[src/rtl/fg_trapezoid_gen_if.sv]
// Bundle between the function-generator register file (master) and the
// trapezoid generator (slave), including the sample-path outputs.
interface fg_trapezoid_gen_if #(
    parameter int COUNTER_BITWIDTH  = 16,
    parameter int WAVEFORM_BITWIDTH = 12,
    parameter int BURST_BITWIDTH    = 8
);
    logic                              clk_en_i;
    logic                              enable_i;
    logic                              start_i;
    logic [1:0]                        mode_i;
    logic [BURST_BITWIDTH-1:0]         burst_len_i;
    logic [COUNTER_BITWIDTH-1:0]       period_i;
    logic [COUNTER_BITWIDTH-1:0]       on_time_i;
    logic [WAVEFORM_BITWIDTH-1:0]      k_rise_i;
    logic [WAVEFORM_BITWIDTH-1:0]      k_fall_i;
    logic [WAVEFORM_BITWIDTH-1:0]      amplitude_i;
    logic                              invert_i;
    logic signed [WAVEFORM_BITWIDTH:0] out_o;
    logic                              busy_o;
    logic                              period_start_o;
    logic [1:0]                        state_o;

    modport master (
        output clk_en_i, enable_i, start_i, mode_i, burst_len_i, period_i,
               on_time_i, k_rise_i, k_fall_i, amplitude_i, invert_i,
        input  out_o, busy_o, period_start_o, state_o
    );

    modport slave (
        input  clk_en_i, enable_i, start_i, mode_i, burst_len_i, period_i,
               on_time_i, k_rise_i, k_fall_i, amplitude_i, invert_i,
        output out_o, busy_o, period_start_o, state_o
    );
endinterface

[src/rtl/fg_trapezoid_gen.sv]
// Single-channel trapezoid/pulse generator with period counter, shadowed
// slope/timing settings and continuous, one-shot and burst operation.
module fg_trapezoid_gen #(
    parameter int COUNTER_BITWIDTH  = 16,
    parameter int WAVEFORM_BITWIDTH = 12,
    parameter int BURST_BITWIDTH    = 8
) (
    input  logic               clk_i,
    input  logic               rstn_i,
    fg_trapezoid_gen_if.slave  bus
);
    localparam int CW = COUNTER_BITWIDTH;
    localparam int WW = WAVEFORM_BITWIDTH;
    localparam int BW = BURST_BITWIDTH;

    typedef enum logic [1:0] {
        IDLE = 2'd0,
        RISE = 2'd1,
        ON   = 2'd2,
        FALL = 2'd3
    } state_t;

    state_t            state_q, state_d;
    logic [CW-1:0]     cnt_q, cnt_d;
    logic [WW-1:0]     val_q, val_d;
    logic [BW-1:0]     burst_q, burst_d;
    logic              busy_q, busy_d;
    logic              restart;
    logic [CW-1:0]     period_q, on_time_q;
    logic [WW-1:0]     k_rise_q, k_fall_q, amp_q;
    logic signed [WW:0] out_q, out_d;
    logic [WW:0]       val_ext;
    logic              period_start_q;

    logic              continuous;
    logic [CW-1:0]     period_eff;
    logic              short_period;
    logic [BW-1:0]     burst_len_eff;
    logic [WW:0]       rise_sum;
    logic              fall_done;
    logic [WW-1:0]     fall_val;

    // At cnt==0 the shadows are being reloaded, so the live period decides the wrap.
    assign continuous    = (bus.mode_i == 2'd0) || (bus.mode_i == 2'd3);
    assign period_eff    = (cnt_q == '0) ? bus.period_i : period_q;
    assign short_period  = period_eff < CW'(2);
    assign burst_len_eff = (bus.burst_len_i == '0) ? BW'(1) : bus.burst_len_i;
    assign rise_sum      = {1'b0, val_q} + {1'b0, k_rise_q};
    assign fall_done     = (val_q <= k_fall_q) || (k_fall_q == '0);
    assign fall_val      = val_q - k_fall_q;

    always_comb begin
        state_d = state_q;
        cnt_d   = cnt_q;
        val_d   = val_q;
        busy_d  = busy_q;
        burst_d = burst_q;
        restart = 1'b0;
        if (!bus.enable_i || short_period) begin
            state_d = IDLE;
            cnt_d   = '0;
            val_d   = '0;
            busy_d  = 1'b0;
            burst_d = '0;
        end else if (!continuous && !busy_q) begin
            // A start tick only arms the generator; the first period begins on the next tick.
            state_d = IDLE;
            cnt_d   = '0;
            val_d   = '0;
            if (bus.start_i) begin
                busy_d  = 1'b1;
                burst_d = (bus.mode_i == 2'd1) ? BW'(1) : burst_len_eff;
            end
        end else if (!continuous && (cnt_q == '0) && (burst_q == '0)) begin
            cnt_d = '0;
            case (state_q)
                RISE, ON: state_d = FALL;
                FALL: begin
                    if (fall_done) begin
                        val_d   = '0;
                        state_d = IDLE;
                        busy_d  = 1'b0;
                    end else begin
                        val_d = fall_val;
                    end
                end
                default: begin
                    val_d  = '0;
                    busy_d = 1'b0;
                end
            endcase
        end else begin
            busy_d = 1'b1;
            cnt_d  = (cnt_q == period_eff - CW'(1)) ? '0 : cnt_q + CW'(1);
            if (cnt_q == '0) begin
                restart = 1'b1;
                state_d = RISE;
                if (!continuous) begin
                    burst_d = burst_q - BW'(1);
                end
            end else begin
                case (state_q)
                    RISE: begin
                        if ((rise_sum >= {1'b0, amp_q}) || (k_rise_q == '0)) begin
                            val_d   = amp_q;
                            state_d = ON;
                        end else begin
                            val_d = rise_sum[WW-1:0];
                        end
                        if (cnt_q == on_time_q) begin
                            state_d = FALL;
                        end
                    end
                    ON: begin
                        val_d = amp_q;
                        if (cnt_q == on_time_q) begin
                            state_d = FALL;
                        end
                    end
                    FALL: begin
                        if (fall_done) begin
                            val_d   = '0;
                            state_d = IDLE;
                        end else begin
                            val_d = fall_val;
                        end
                    end
                    default: val_d = '0;
                endcase
            end
        end
    end

    always_comb begin
        val_ext = {1'b0, val_d};
        out_d   = bus.invert_i ? -val_ext : val_ext;
    end

    always_ff @(posedge clk_i or negedge rstn_i) begin
        if (!rstn_i) begin
            state_q        <= IDLE;
            cnt_q          <= '0;
            val_q          <= '0;
            burst_q        <= '0;
            busy_q         <= 1'b0;
            period_q       <= '0;
            on_time_q      <= '0;
            k_rise_q       <= '0;
            k_fall_q       <= '0;
            amp_q          <= '0;
            out_q          <= '0;
            period_start_q <= 1'b0;
        end else begin
            period_start_q <= bus.clk_en_i & restart;
            if (bus.clk_en_i) begin
                state_q <= state_d;
                cnt_q   <= cnt_d;
                val_q   <= val_d;
                burst_q <= burst_d;
                busy_q  <= busy_d;
                out_q   <= out_d;
                if (restart) begin
                    period_q  <= bus.period_i;
                    on_time_q <= bus.on_time_i;
                    k_rise_q  <= bus.k_rise_i;
                    k_fall_q  <= bus.k_fall_i;
                    amp_q     <= bus.amplitude_i;
                end
            end
        end
    end

    assign bus.out_o          = out_q;
    assign bus.busy_o         = busy_q;
    assign bus.period_start_o = period_start_q;
    assign bus.state_o        = state_q;
endmodule

[src/flat_wrapper.sv]
// flat-port wrapper written by rule: the top's interface ports become plain ports
module fg_trapezoid_gen_flat 
#(
    parameter int COUNTER_BITWIDTH  = 16,
    parameter int WAVEFORM_BITWIDTH = 12,
    parameter int BURST_BITWIDTH    = 8
)
  (clk_i, rstn_i, bus_clk_en_i, bus_enable_i, bus_start_i, bus_mode_i, bus_burst_len_i, bus_period_i, bus_on_time_i, bus_k_rise_i, bus_k_fall_i, bus_amplitude_i, bus_invert_i, bus_out_o, bus_busy_o, bus_period_start_o, bus_state_o);
  fg_trapezoid_gen_if #(.COUNTER_BITWIDTH(COUNTER_BITWIDTH), .WAVEFORM_BITWIDTH(WAVEFORM_BITWIDTH), .BURST_BITWIDTH(BURST_BITWIDTH)) bus_i ();
  input  logic clk_i;
  input  logic rstn_i;
  input wire logic [$bits(bus_i.clk_en_i)-1:0] bus_clk_en_i;
  input wire logic [$bits(bus_i.enable_i)-1:0] bus_enable_i;
  input wire logic [$bits(bus_i.start_i)-1:0] bus_start_i;
  input wire logic [$bits(bus_i.mode_i)-1:0] bus_mode_i;
  input wire logic [$bits(bus_i.burst_len_i)-1:0] bus_burst_len_i;
  input wire logic [$bits(bus_i.period_i)-1:0] bus_period_i;
  input wire logic [$bits(bus_i.on_time_i)-1:0] bus_on_time_i;
  input wire logic [$bits(bus_i.k_rise_i)-1:0] bus_k_rise_i;
  input wire logic [$bits(bus_i.k_fall_i)-1:0] bus_k_fall_i;
  input wire logic [$bits(bus_i.amplitude_i)-1:0] bus_amplitude_i;
  input wire logic [$bits(bus_i.invert_i)-1:0] bus_invert_i;
  output wire logic [$bits(bus_i.out_o)-1:0] bus_out_o;
  output wire logic [$bits(bus_i.busy_o)-1:0] bus_busy_o;
  output wire logic [$bits(bus_i.period_start_o)-1:0] bus_period_start_o;
  output wire logic [$bits(bus_i.state_o)-1:0] bus_state_o;
  assign bus_i.clk_en_i = bus_clk_en_i;
  assign bus_i.enable_i = bus_enable_i;
  assign bus_i.start_i = bus_start_i;
  assign bus_i.mode_i = bus_mode_i;
  assign bus_i.burst_len_i = bus_burst_len_i;
  assign bus_i.period_i = bus_period_i;
  assign bus_i.on_time_i = bus_on_time_i;
  assign bus_i.k_rise_i = bus_k_rise_i;
  assign bus_i.k_fall_i = bus_k_fall_i;
  assign bus_i.amplitude_i = bus_amplitude_i;
  assign bus_i.invert_i = bus_invert_i;
  assign bus_out_o = bus_i.out_o;
  assign bus_busy_o = bus_i.busy_o;
  assign bus_period_start_o = bus_i.period_start_o;
  assign bus_state_o = bus_i.state_o;
  fg_trapezoid_gen #(.COUNTER_BITWIDTH(COUNTER_BITWIDTH), .WAVEFORM_BITWIDTH(WAVEFORM_BITWIDTH), .BURST_BITWIDTH(BURST_BITWIDTH)) u_core (.clk_i(clk_i), .rstn_i(rstn_i), .bus(bus_i));
endmodule
[config.mk]
export PLATFORM = sky130hd
export DESIGN_NAME = fg_trapezoid_gen_flat
export DESIGN_NICKNAME = d
export VERILOG_FILES = /design/src/rtl/fg_trapezoid_gen_if.sv /design/src/rtl/fg_trapezoid_gen.sv /design/src/flat_wrapper.sv
export SDC_FILE = /design/constraint.sdc
export NUM_CORES = 1
export LEC_CHECK = 0
export CAP_MARGIN = 20
export CORE_AREA = 4 4 150 152
export DETAILED_ROUTE_END_ITERATION = 8
export DIE_AREA = 0 0 154 156
export DONT_BUFFER_PORTS = 1
export PLACE_DENSITY_LB_ADDON = 0.3
export REMOVE_ABC_BUFFERS = 1
export SYNTH_ARGS = -nofsm -noshare
export SYNTH_HDL_FRONTEND = slang
export SYNTH_SLANG_ARGS = --single-unit
[constraint.sdc]
create_clock -name clk_i -period 6.95 [get_ports clk_i]
set_clock_uncertainty 0.15 [all_clocks]
set_input_delay 0.695 -clock clk_i [delete_from_list [all_inputs] [get_ports clk_i]]
set_output_delay 0.695 -clock clk_i [all_outputs]
set_load 0.01 [all_outputs]
==> results of run 1 <==
-- Yosys cell counts, types with 4 or more instances --
cell type | number | share of area, %
dfrtp_1 | 120 | 34
nor2_1 | 72 | 3.1
o21ai_0 | 70 | 4.0
nand2_1 | 64 | 2.7
inv_1 | 54 | 2.3
mux2_2 | 54 | 6.9
xnor2_1 | 49 | 4.9
a21oi_1 | 46 | 2.6
ha_1 | 46 | 6.5
clkbuf_1 | 37 | 1.6
nor3_1 | 32 | 1.8
mux2i_1 | 26 | 3.0
nand3_1 | 24 | 1.4
a21o_1 | 23 | 2.0
a31oi_1 | 17 | 1.2
nor4_1 | 16 | 1.1
xor2_1 | 16 | 1.6
a211oi_1 | 14 | 1.2
and3_1 | 14 | 0.99
or3_1 | 14 | 0.99
o31ai_1 | 12 | 1.0
nand4_1 | 11 | 0.78
o211ai_1 | 10 | 0.85
buf_2 | 8 | 0.45
o21a_1 | 8 | 0.68
nor3b_1 | 7 | 0.60
o2bb2ai_1 | 7 | 0.70
or2_2 | 6 | 0.43
or4_1 | 6 | 0.51
nand2b_1 | 5 | 0.35
nor2b_1 | 5 | 0.35
a211o_1 | 4 | 0.40
a221oi_1 | 4 | 0.40
a32o_1 | 4 | 0.45
o211a_1 | 4 | 0.45
-- kinds of logic (layout without fill, tap and decap cells) --
logic type	Yosys count	after routing	share of synthesized area, %
AO/OA/AOI/OAI	271	271	20.8
XOR/XNOR	65	65	6.46
adder cells (fa/ha/maj)	48	48	6.98
buffers and inverters	103	91	4.67
flip-flops	120	120	34.1
multiplexers	80	80	9.85
AND/OR/NAND/NOR	295	295	17.1
-- final timing paths --
path	end	slack [ps]	start
worst max-delay path	u_core.bus.out_o[8]	1090	u_core.val_q[1]
worst min-delay path	u_core.k_rise_q[4]	0.8	rstn_i
worst max register to register	u_core.bus.out_o[8]	1090	u_core.val_q[1]
worst min register to register	u_core.on_time_q[5]	380	u_core.on_time_q[5]
max in group asynchronous	u_core.bus.out_o[0]	6020	rstn_i
min in group clk_i	u_core.val_q[1]	220	bus_clk_en_i
-- power by group through the flow --
stage | clock network (W) | logic [W] | registers, W
after global placement | 0 | 0.00229 | 0.00124
after global routing | 0.000930 | 0.00263 | 0.00127
final | 0.000878 | 0.00236 | 0.00123
after floorplan | 0 | 0.00183 | 0.00115
after CTS | 0.000899 | 0.00234 | 0.00123
after detailed placement | 0 | 0.00230 | 0.00124
-- state kept, by name, summed over array words and instances, names as in the netlist --
| signal | flops |
|---|---|
| u_core.cnt_q | 16 |
| u_core.on_time_q | 16 |
| u_core.period_q | 16 |
| u_core.bus.out_o | 13 |
| u_core.amp_q | 12 |
| u_core.k_fall_q | 12 |
| u_core.k_rise_q | 12 |
| u_core.val_q | 11 |
| u_core.burst_q | 8 |
| u_core.bus.state_o | 2 |
| u_core.bus.busy_o | 1 |
| u_core.bus.period_start_o | 1 |
-- what timing repair did --
action	4_1_cts	5_1_grt
endpoints found under the hold margin	120	0
hold buffers	1	0
setup buffers	0	0
-- per-stage QoR --
stage	area (sq um)	hold slack (ps)	instances
3_5_place_dp	9000	257	1212
4_1_cts	9620	114	1245
5_1_grt	9620	76.3	1245
6_report	9620	0.831	1245
3_3_place_gp	9000	256	1212
2_1_floorplan	8610	249	933
-- layer usage --
layer | GRT usage (%) | up-vias | part of all wire, %
met3 | 5.96 | 31 | 6.6
met1 | 25.8 | 3606 | 43
met2 | 35.1 | 223 | 49
li1 | - | 3597 | -
met5 | 0 | - | 0
met4 | 5.17 | 0 | 1.5
-- worst max-delay path: stages, from the launching register on --
cell       delay [ps]
dfrtp_1           450
ha_1              300
a211o_1           350
a2111oi_0         750
o21ai_0           260
xor2_1            210
ha_1              210
a211o_1           260
a21oi_1           170
o311a_1           260
o2111ai_1         350
and3_1            320
o311ai_1          470
ha_1              250
o311ai_0          130
buf_4             200
o31ai_1           310
xnor2_1           100
mux2_2            260
-- area by class of cell --
class / count / share of cell area (%)
Sequential cell: 120 / 31.2
Tap cell: 275 / 3.58
Clock inverter: 14 / 1.56
Timing Repair Buffer: 5 / 0.728
Multi-Input combinational cell: 759 / 56.2
Inverter: 54 / 2.11
Clock buffer: 18 / 4.57
==> impl_metrics.yaml, run 1 <==
run_status:
  status: "finished clean"
logic_synthesis:
  synth_seq_cells: 120
  synth_ff_type: "dfrtp_1"
  synth_cell_type_count: 79
  ys_seq_area_share_pct: 34.1
  synth_area_sq_um: 8820
  synthCells: 982
  async_flop_share_pct: 100
  syn_area_per_cell_sq_um: 8.98
  synth_edf_count: 0
  yosysWarnings: 0
routing:
  vias: 7457
  first_pass_iters: 5
  drt_iter0_drc: 650
  avgRoutedWirePerCell_um: 19.8
  drcViolationCount: 0
  wl_um: 24700
  ant_nets: 0
  via_per_inst: 5.99
finish:
  diodes: 0
  regArea_sq_um: 3000
  mostFrequentLayoutCells: "dfrtp_1, nor2_1, o21ai_0, nand2_1"
  final_common_cell: "dfrtp_1"
  fin_util_pct: 45.8
  fill_cells: 2025
  multiInputGateArea_sq_um: 5410
  drive_gt1_share_pct: 12.2
  syn2layout_area_growth_pct: 9.11
  fin_nets: 1089
clocking:
  cts.sinks: 120
  cts_made_buffers: 17
  cts_tree: "yes"
  cts_buffer_depth: 2
  clock-root-buffer: "clkbuf_16"
  post_cts_resized: 0
  clk_latency_ps: 420
  cts-htree-levels: 4
  clk_pin_slew_ps: 60
floorplan:
  dieArea_sq_um: 24000
  fp.coreArea_sq_um: 21000
  start_util_pct: 41.9
  core.rowCount: 53
  pin_count: 101
  die_x_um: 154
  die_h_um: 156
timing:
  finalSetupViolCount: 0
  finalSetupTns_ps: 0
  setup_ws_ps: 1090
  tightestPinTransition_ps: 1030
  hold_viol: 0
  grt_setup_unrepaired: "false"
  period_minus_slack_ps: 5860
  fmax_ghz: 0.171
  relSlewSlack_pct: 31.1
  finalMaxSlewViolations: 0
  final.period_utilization_pct: 84.4
power_and_ir_drop:
  p_sw_w: 0.00198
  powerDensity_nw_per_um2: 465
  clkPwrFrac_pct: 19.6
  vdd_drop_max_mv: 0.186
  power_w: 0.00447
  pwr-share-comb_pct: 52.8
  switching_share_pct: 44.4
  p_leak_nw: 4.07
  seqPwrFrac_pct: 27.6
  intPower_w: 0.00248
grt:
  grt-ovfl-total: 0
  grt_usage_pct: 20.6
  grt_pass1_wl_um: 39700
  grt_start_max_net_pins: 121
  antenna_found_initial: 0
  grt_pass1_vias: 7381
worst_setup_path:
  required_ps: 7110
  crit_path_start_kind: "register"
  cp_max_fo: 8
  r2r_cells: 18
  critPathKind: "register to register"
  cp.arrival_ps: 6020
  end_kind: "register"
worst_hold_path:
  hp-class: "input port to async pin"
placed_design:
  hpwl_um: 18300
  gp_congestion: 0.914
  port_buffers: 0
  place_ws_ps: 1310
run:
  drv_cap: 0
Note: power is estimated with default switching activity, not from simulation.
==> run 2, diff against run 1 <==
==> constraint.sdc (replaced) <==
create_clock -name clk_i -period 5.4 [get_ports clk_i]
set_clock_uncertainty 0.15 [all_clocks]
set_input_delay 0.54 -clock clk_i [delete_from_list [all_inputs] [get_ports clk_i]]
set_output_delay 0.54 -clock clk_i [all_outputs]
set_load 0.01 [all_outputs]
==> impl_metrics.yaml, run 2 (same netlist as run 1, synthesis figures left out) <==
placed_design:
  placed_cells: 1241
  gp_congestion: 0.917
  port_buffers: 0
  place_area_sq_um: 9210
  hpwl_um: 18800
  place_ws_ps: 175
floorplan:
  die_h_um: 156
  pin_count: 101
  fp.coreArea_sq_um: 21000
  dieArea_sq_um: 24000
  start_util_pct: 41.9
  core.rowCount: 53
  die_x_um: 154
grt:
  grt_usage_pct: 21.0
  grt-ovfl-total: 0
  grt_pass1_wl_um: 40700
  grt_start_max_net_pins: 121
  antenna_found_initial: 0
  grt_pass1_vias: 7767
routing:
  ant_nets: 0
  avgRoutedWirePerCell_um: 19.6
  drcViolationCount: 0
  wl_um: 25100
  first_pass_iters: 7
  drt_iter0_drc: 493
  vias: 7566
  via_per_inst: 5.93
timing:
  tightestPinTransition_ps: 789
  finalMaxSlewViolations: 0
  final.period_utilization_pct: 94.6
  hold_ws_ps: 61.5
  fmax_ghz: 0.196
  hold_viol: 0
  finalSetupViolCount: 0
  period_minus_slack_ps: 5110
  setup_ws_ps: 292
  relSlewSlack_pct: 47.4
clocking:
  cts.sinks: 120
  clk_pin_slew_ps: 50
  cts_tree: "yes"
  clock-root-buffer: "clkbuf_16"
  cts_made_buffers: 17
  cts-htree-levels: 4
  clk_latency_ps: 420
  cts_buffer_depth: 2
worst_hold_path:
  hp-class: "input port to register"
run:
  drv_cap: 0
finish:
  drive_gt1_share_pct: 15.3
  syn2layout_area_growth_pct: 12.1
  fin_nets: 1119
  reg.largest.list: "u_core.cnt_q x16, u_core.on_time_q x16, u_core.period_q x16"
  layout.cells.non_filler: 1275
  diodes: 0
  mostFrequentLayoutCells: "dfrtp_1, nor2_1, o21ai_0, nand2_1"
  final_common_cell: "dfrtp_1"
  stdcell_area_sq_um: 9890
  fill_cells: 2003
worst_setup_path:
  crit_end: "u_core.bus.out_o[11]"
  r2r_cells: 17
  critPathKind: "register to register"
  end_kind: "register"
  required_ps: 5600
  crit_path_start_kind: "register"
  cp.arrival_ps: 5310
  r2r-end: "u_core.bus.out_o[11]"
  r2r_start: "u_core.k_rise_q[1]"
  worstSetupStartpoint: "u_core.k_rise_q[1]"
  r2r_slack_ps: 290
  cp_max_fo: 4
power_and_ir_drop:
  vdd_drop_max_mv: 0.258
  powerDensity_nw_per_um2: 606
  power_w: 0.00599
  p_leak_nw: 4.23
run_status:
  status: "finished clean"
[run 2: timing repair]
action                                  in CTS  in global routing
hold buffers                                 2                  0
endpoints found under the setup margin       0                  7
setup buffers                                0                  0
resized for setup                            0                  9
hold endpoints to repair                   120                  0
[run 2: through the flow]
step	setup TNS (ps)	util [%]
global placement	0	43.8
floorplan	-81410	-
global route	-15.0	47.0
CTS	0	46.8
detailed placement	0	43.8
finish	0	47.0
[run 2: report_power, final]
part	leakage (nW)	switching [W]	internal [W]
logic	2.43	0.00186	0.00141
clock network	0.284	0.000445	0.000696
registers	1.52	0.000334	0.00124
[run 2: how the worst min path moves through the flow]
stage / startpoint / to / cells after the start
final: bus_clk_en_i / u_core.val_q[1] / 1
after global routing: bus_clk_en_i / u_core.bus.out_o[4] / 1
after CTS: bus_clk_en_i / u_core.bus.out_o[2] / 1
after detailed placement: rstn_i / u_core.k_rise_q[5] / 0
after global placement: rstn_i / u_core.k_rise_q[5] / 0
after floorplan: rstn_i / u_core.amp_q[0] / 0
[run 2: routing by layer]
layer	global-route usage (%)	wire length, um	part of all wire, %	vias to the layer above
met4	9.13	967	3.9	0
met1	25.6	10600	42	3614
met2	34.8	11800	47	253
met3	5.85	1640	6.6	59
li1	-	-	-	3640
met5	0	0	0	-
[run 2: worst max-delay path: stages (launching register included)]
cell	delay (ps)
dfrtp_1	400
ha_1	300
a211o_1	360
a2111oi_2	350
buf_4	180
o21ai_0	110
xor2_1	170
ha_1	290
o21a_1	100
o21ai_0	70
a21o_1	220
o2111a_1	350
a221oi_1	360
a211oi_2	140
or3_4	390
or4_4	500
or4_1	510
nand3_1	70
[run 2: layout make-up]
type / instances / area [sq um] / share of cell area, %
multi-input combinational: 759 / 5460 / 55.2
sequential: 120 / 3000 / 30.4
clock buffer: 19 / 443 / 4.48
tap: 275 / 344 / 3.48
timing repair buffer: 35 / 285 / 2.89
inverter: 54 / 203 / 2.05
clock inverter: 13 / 146 / 1.48
